==> src/rtl/press_event_arbiter.sv <==
// press_event_arbiter
//   Sits between the button debouncers and the single shared press consumer.
//   Rising edges on the debounced levels set one pending flag per button.
//   Pending presses are then offered one at a time, in round-robin order,
//   over a valid/ready handshake. The block also keeps a wrapping count of
//   accepted presses and a sticky overrun flag.
//
// Ports
//   CLK             system clock, rising edge
//   i_Reset         synchronous, active-high reset
//   i_Button_State  debounced button levels, 1 = pressed
//   i_Event_Ready   consumer takes the offered event this cycle
//   o_Event_Valid   an event is offered on o_Event_Id
//   o_Event_Id      index of the offered button
//   o_Press_Count   accepted events, wraps modulo 2^COUNT_WIDTH
//   o_Overrun       sticky: a press was lost because its button was still pending
//
// state   | meaning
// S_IDLE  | nothing offered; choose the next pending button
// S_OFFER | o_Event_Id offered and held until accepted
module press_event_arbiter #(
  parameter int NUM_BUTTONS = 4,
  parameter int ID_WIDTH    = 2,
  parameter int COUNT_WIDTH = 8
) (
  input  logic                   CLK,
  input  logic                   i_Reset,
  input  logic [NUM_BUTTONS-1:0] i_Button_State,
  input  logic                   i_Event_Ready,
  output logic                   o_Event_Valid,
  output logic [ID_WIDTH-1:0]    o_Event_Id,
  output logic [COUNT_WIDTH-1:0] o_Press_Count,
  output logic                   o_Overrun
);

  typedef enum logic {S_IDLE = 1'b0, S_OFFER = 1'b1} state_t;

  state_t                 state_q, state_d;
  logic [NUM_BUTTONS-1:0] prev_q;
  logic [NUM_BUTTONS-1:0] pending_q, pending_d;
  logic [ID_WIDTH-1:0]    ptr_q, ptr_d;
  logic [ID_WIDTH-1:0]    id_q, id_d;
  logic [COUNT_WIDTH-1:0] count_q, count_d;
  logic                   overrun_q, overrun_d;

  logic [NUM_BUTTONS-1:0] press;
  logic [NUM_BUTTONS-1:0] acc_mask;
  logic                   accept;
  logic [ID_WIDTH-1:0]    sel_id;
  logic                   sel_found;

  assign press  = i_Button_State & ~prev_q;
  assign accept = (state_q == S_OFFER) && i_Event_Ready;

  // A press landing on the acceptance cycle of the same button re-arms the
  // flag instead of counting as an overrun.
  always_comb begin
    acc_mask  = '0;
    if (accept) acc_mask = NUM_BUTTONS'(1) << id_q;
    pending_d = (pending_q & ~acc_mask) | press;
    overrun_d = overrun_q | (|(press & pending_q & ~acc_mask));
  end

  // First pending index at or after the pointer, wrapping. Uses only the
  // registered flags, so presses arriving this cycle are not yet visible.
  always_comb begin
    int idx;
    idx       = 0;
    sel_id    = '0;
    sel_found = 1'b0;
    for (int k = 0; k < NUM_BUTTONS; k++) begin
      idx = int'(ptr_q) + k;
      if (idx >= NUM_BUTTONS) idx = idx - NUM_BUTTONS;
      if (!sel_found && pending_q[idx]) begin
        sel_found = 1'b1;
        sel_id    = ID_WIDTH'(idx);
      end
    end
  end

  always_comb begin
    state_d = state_q;
    id_d    = id_q;
    ptr_d   = ptr_q;
    count_d = count_q;
    case (state_q)
      S_IDLE: begin
        if (sel_found) begin
          id_d    = sel_id;
          state_d = S_OFFER;
        end
      end
      S_OFFER: begin
        if (i_Event_Ready) begin
          state_d = S_IDLE;
          count_d = count_q + COUNT_WIDTH'(1);
          ptr_d   = (id_q == ID_WIDTH'(NUM_BUTTONS - 1)) ? '0 : id_q + ID_WIDTH'(1);
        end
      end
      default: state_d = S_IDLE;
    endcase
  end

  // prev_q follows the inputs even in reset so a held button is not a press.
  always_ff @(posedge CLK) begin
    prev_q <= i_Button_State;
    if (i_Reset) begin
      state_q   <= S_IDLE;
      pending_q <= '0;
      ptr_q     <= '0;
      id_q      <= '0;
      count_q   <= '0;
      overrun_q <= 1'b0;
    end else begin
      state_q   <= state_d;
      pending_q <= pending_d;
      ptr_q     <= ptr_d;
      id_q      <= id_d;
      count_q   <= count_d;
      overrun_q <= overrun_d;
    end
  end

  assign o_Event_Valid = (state_q == S_OFFER);
  assign o_Event_Id    = id_q;
  assign o_Press_Count = count_q;
  assign o_Overrun     = overrun_q;

endmodule

==> config.mk <==
export PLATFORM = sky130hd
export DESIGN_NAME = press_event_arbiter
export DESIGN_NICKNAME = d
export VERILOG_FILES = /design/src/rtl/press_event_arbiter.sv
export SDC_FILE = /design/constraint.sdc
export NUM_CORES = 1
export LEC_CHECK = 0
export BUFFER_PORTS_ARGS = -buffer_cell sky130_fd_sc_hd__buf_2
export CAP_MARGIN = 20
export CORE_ASPECT_RATIO = 0.7
export CORE_MARGIN = 1.5
export CORE_UTILIZATION = 30
export CTS_BUF_LIST = sky130_fd_sc_hd__clkbuf_16
export DETAILED_ROUTE_END_ITERATION = 12
export PLACE_DENSITY = 0.58
export SLEW_MARGIN = 20
export SYNTH_ARGS = -nofsm -noshare
export SYNTH_HDL_FRONTEND = slang
export SYNTH_SLANG_ARGS = --single-unit
==> constraint.sdc <==
create_clock -name CLK -period 1.9 [get_ports CLK]
set_input_delay 0.095 -clock CLK [delete_from_list [all_inputs] [get_ports CLK]]
set_output_delay 0.095 -clock CLK [all_outputs]
set_load 0.02 [all_outputs]
# Word level (Yosys, flattened, before mapping)

Cells that the tools add are included.
Widths: inputs -> output; s select.

Output and inout bits: 12
Input bits: 7
Logic and storage cells: 74
Register bits after elaboration: 22

Reductions and logical operators: 10
Magnitude comparators: 8
Eq/ne operators: 1
Shifts and indexed selects: 1
Add/sub/neg operators: 9
Muxes and demuxes: 29
Bitwise gates (word level): 9

Operators by type and width:

| operator            | count |
|---|---|
| $lt 32x4->1 const B | 4 |
| $mux 32             | 4 |
| $and 4x4->4         | 4 |
| $mux 1              | 14 |
| $sub 3x3->4 const B | 3 |
| $mux 2              | 5 |
| $ge 3x3->1 const B  | 3 |
| $add 8x1->8 const B | 1 |
| $bmux 1 s2          | 4 |
| $not 4->4           | 2 |
| $add 2x2->3 const B | 2 |
| $logic_and 1x1->1   | 4 |
| $mux 4              | 1 |
| $or 4x4->4          | 1 |
| $reduce_and 2->1    | 2 |
| $reduce_or 4->1     | 1 |
| $shl 1x2->4 const A | 1 |
| $sub 2x3->4 const B | 1 |
| $add 2x1->3 const B | 1 |
| $ge 2x3->1 const B  | 1 |
| $logic_not 1->1     | 3 |
| $add 2x1->2 const B | 1 |
| $eq 2x2->1 const B  | 1 |
| $pmux 1 s2          | 1 |
| other kinds (2)     | 2 |

# Logic depth before layout (Yosys ltp)

Depth after elaboration: 17
Mapped depth: 5
Depth with buffers taken out: 5

# Least setup slack after synthesis

No wires, ideal clock.

Path kind: flip-flop to flip-flop
Start point: register state_q (netlist: o_Event_Valid)
End point: register count_q[4] (netlist: o_Press_Count[4])
Cell stages (with the launch flop): 6
Setup slack: 666 ps
Data arrival time: 1117 ps
Path buffers: 1
Required time: 1783 ps
Path through: dfxtp_1 and2_4 buf_8 nand4_4 xor2_1 nor2_1

Cells in the longest elaborated chain, start to end: 1

Ends and longest elaborated chain:

| what                       | RTL line | source |
|---|---|---|
| start, declared            | 38       | `state_t state_q, state_d;` |
| start signal, assigned     | 115      | `state_q <= state_d;` |
| $reduce_and 2->1 (no line) | --       |  |
| end signal, assigned       | 119      | `count_q <= count_d;` |
| end, declared              | 43       | `logic [COUNT_WIDTH-1:0] count_q, count_d;` |

Every way passes these cells.
A chain may end at the register's enable or synchronous reset.

# Worst setup path in the final report

Start point: register state_q (netlist: o_Event_Valid)
End point: register overrun_q (netlist: o_Overrun)

Cells in the longest elaborated chain, start to end: 6

Ends and longest elaborated chain:

| what                 | RTL line | source |
|---|---|---|
| $logic_and 1x1->1    | 53       | `assign accept = (state_q == S_OFFER) && i_Event_Ready;` |
| $mux 4               | 59       | `if (accept) acc_mask = NUM_BUTTONS'(1) << id_q;` |
| $not 4->4            | 61       | `overrun_d = overrun_q \| (\|(press & pending_q & ~acc_mask));` |
| $and 4x4->4          | 61       |  |
| $reduce_or 4->1      | 61       |  |
| $or 1x1->1           | 61       |  |
| end signal, assigned | 120      | `overrun_q <= overrun_d;` |
| end, declared        | 44       | `logic overrun_q, overrun_d;` |

Every way passes these cells.

==> flow_metrics.py <==
metrics = {
    "timing": {
        "tightest_slew_ns": 0.405,
        "slew_viol_final": 0,
        "grt_setup_unrepaired": "no",
        "hold_viol_final": 0,
        "setup_violations": 0,
        "finalClockSkew_ns": 0.00357,
        "fin_tns_setup_ns": 0,
        "relSlewSlack": 0.728,
        "hold_ws_ns": 0.217,
        "min_period_over_period": 0.653,
        "clock.fmax_mhz": 806,
        "min_period_ns": 1.24,
    },
    "global_routing": {
        "grt_pass1_wl_microns": 3110,
        "grt_start_max_net_pins": 19,
        "grt_overflow": 0,
        "track_usage": 0.113,
        "antenna_found_initial": 0,
        "grt_pass1_vias": 695,
    },
    "routing": {
        "ant_nets": 0,
        "initialDrtViolationCount": 68,
        "vias": 789,
        "vias_per_cell": 4.75,
        "dr.pass1.iters": 4,
        "wl_per_cell_microns": 11.5,
        "drc": 0,
        "wl_microns": 1910,
    },
    "synth": {
        "synth_edf_count": 0,
        "yosysTopAreaCell": "dfxtp_1",
        "synth_top_area_frac": 0.455,
        "synth_cell_types": 29,
        "synth_cells": 105,
        "synth_nets": 117,
        "synthTopCellsByArea": "dfxtp_1, ha_1, xor2_1",
        "ys.flop_type": "dfxtp_1",
        "ys_async_sr_fraction": 0,
        "synth_seq_cells": 22,
        "ys_seq_area_frac": 0.455,
        "yosys_warnings": 0,
        "synth_commonest_cells": "dfxtp_1, nor2_1, nand2_1",
        "synth.most_common_cell": "dfxtp_1",
        "synth_area_sq_um": 968,
        "synth.avg_cell_area_sq_um": 9.22,
    },
    "worst_setup_path": {
        "crit_path_start_kind": "register",
        "cp_slowest_cell": "dfxtp_1",
        "critPathLaunch": "o_Event_Valid",
        "worstRegToRegCells": 4,
        "endpoint": "o_Overrun",
        "crit_arrival_ns": 1.36,
        "reg2reg_from": "o_Event_Valid",
        "rrSetupSlack_ns": 0.66,
        "cp_slowest_stage_delay_ns": 0.42,
        "crit_required_ns": 2.02,
        "timing.rr.end": "o_Overrun",
        "crit_type": "reg -> reg",
        "crit_chain": "and2_4 > nand2_1 > a31oi_1 > a41oi_1",
        "end_kind": "register",
        "path_max_fanout": 14,
    },
    "clock_network": {
        "clock_latency_ns": 0.25,
        "cts_tree": "done",
        "clockBufferDepth": 2,
        "ctsRootBufferMaster": "clkbuf_16",
        "clk_pin_slew_worst_paths_ns": 0.06,
        "numCtsBuffers": 3,
        "cts_max_level": 1,
        "clock-sinks": 22,
    },
    "floorplan": {
        "die_area_sq_um": 3580,
        "core_area_sq_um": 3110,
        "start_util": 0.312,
        "die_w_microns": 70.9,
        "die_h_microns": 50.5,
        "rows": 17,
        "pin_count": 19,
    },
    "hold_path": {
        "hold_path_class": "in -> reg",
    },
    "cells_and_area": {
        "final_layout_size_suffix_gt1_frac": 0.203,
        "fillerInstances": 327,
        "layout.nets": 141,
        "syn2layout_area_growth_pct": 23.6,
        "regArea_sq_um": 440,
        "antennaDiodeCount": 0,
        "multi_input_area_sq_um": 482,
    },
    "pwr": {
        "peakVddDrop_uv": 354,
        "leakagePower_nw": 0.531,
        "p_per_area_nw_per_um2": 895,
    },
    "place": {
        "io_buffers": 18,
        "place_congestion": 0.771,
        "dp_hpwl_microns": 1360,
    },
    "flow_run": {
        "cap_violations": 0,
    },
    "status": {
        "status": "finished clean",
    },
}
-- worst max-delay path: cells and delay by family, from the launching register on --
family | cells | cell delay, ns
flops | 1 | 0.42
simple gates | 2 | 0.39
compound gates | 2 | 0.29
-- logic make-up (layout without fill, tap and decap cells) --
family,Yosys count,in the layout,synth area share
flops,22,22,0.455
simple gates,43,43,0.240
fa+ha+maj,5,5,0.0646
xor+xnor,7,7,0.0633
compound gates,20,20,0.129
buf+inv,8,31,0.0478
-- timing repair --
item,in CTS,in global routing
hold buffers,4,0
gates resized for setup,0,0
endpoints found under the hold margin,4,0
setup buffers,0,0
-- area by class of cell --
cell class	instances	share of cell area
multi-input cells	75	0.402
flip-flops and latches	22	0.368
repair buffers	22	0.109
clock buffers	3	0.0627
well taps	38	0.0397
inverters	5	0.0157
clock inverters	1	0.00313
-- worst min path at each step --
stage                       from               end  slack (ns)  cells past startpoint
4_1_cts                  i_Reset          ptr_q[0]        0.22                      2
5_1_grt                  i_Reset  o_Press_Count[4]        0.24                      2
2_1_floorplan  i_Button_State[0]         prev_q[0]        0.12                      0
6_report                 i_Reset      pending_q[1]        0.22                      2
3_5_place_dp   i_Button_State[3]         prev_q[3]        0.21                      1
3_3_place_gp   i_Button_State[1]         prev_q[1]        0.21                      1
-- metal layers --
metal | global-route usage | vias up | share of wire
li1 | - | 404 | -
met1 | 0.157 | 363 | 0.53
met2 | 0.165 | 20 | 0.41
met3 | 0.0502 | 2 | 0.059
met4 | 0.0189 | 0 | 0.0073
met5 | 0 | - | 0
-- placed cells by master, fill, tap and decap left out --
| master | Yosys | final |
|---|---|---|
| ha_1 | 5 | 5 |
| o21bai_1 | 1 | 1 |
| inv_1 | 5 | 5 |
| a41oi_1 | 1 | 1 |
| buf_2 | 1 | 18 |
| dlygate4sd3_1 | 0 | 4 |
| and2_4 | 1 | 1 |
| nor2_1 | 13 | 13 |
| nand3_1 | 3 | 3 |
| a21oi_1 | 10 | 10 |
| o221ai_1 | 1 | 1 |
| nand4_2 | 1 | 1 |
| nor2b_1 | 6 | 6 |
| xor2_1 | 6 | 6 |
| o211ai_1 | 1 | 1 |
| clkinv_1 | 0 | 1 |
| and3_1 | 2 | 2 |
| a31oi_1 | 1 | 1 |
| clkbuf_16 | 0 | 3 |
| dfxtp_1 | 22 | 22 |
| o221a_2 | 1 | 1 |
| o21ai_0 | 2 | 2 |
| a21o_1 | 1 | 1 |
| nand4_4 | 1 | 1 |
| xnor2_1 | 1 | 1 |
| nor3_1 | 2 | 2 |
| nor4_2 | 1 | 1 |
| nand4_1 | 2 | 2 |
| a211oi_1 | 1 | 1 |
| nand2_1 | 11 | 11 |
-- stage by stage --
step	util	setup slack, ns	cells	total power [mW]	instance area (sq um)
after global routing	0.386	0.580	166	1.12	1200
final	0.386	0.660	166	1.07	1200
after detailed placement	0.347	0.688	158	0.637	1080
after CTS	0.386	0.663	166	1.09	1200
after global placement	0.347	0.734	158	0.634	1080
after floorplan	-	0.666	105	0.605	968
-- power breakdown --
group          leakage (nW)  switching (mW)  internal [mW]
sequential            0.181          0.0285          0.486
clock                0.0385           0.158          0.280
combinational         0.312          0.0681         0.0510
total                 0.531           0.254          0.817
-- flip-flops by register name, summed over array words and instances (netlist names) --
register       flops
o_Event_Valid      1
prev_q             4
o_Event_Id         2
ptr_q              2
o_Overrun          1
o_Press_Count      8
pending_q          4
Note: power is estimated with default switching activity, not from simulation.
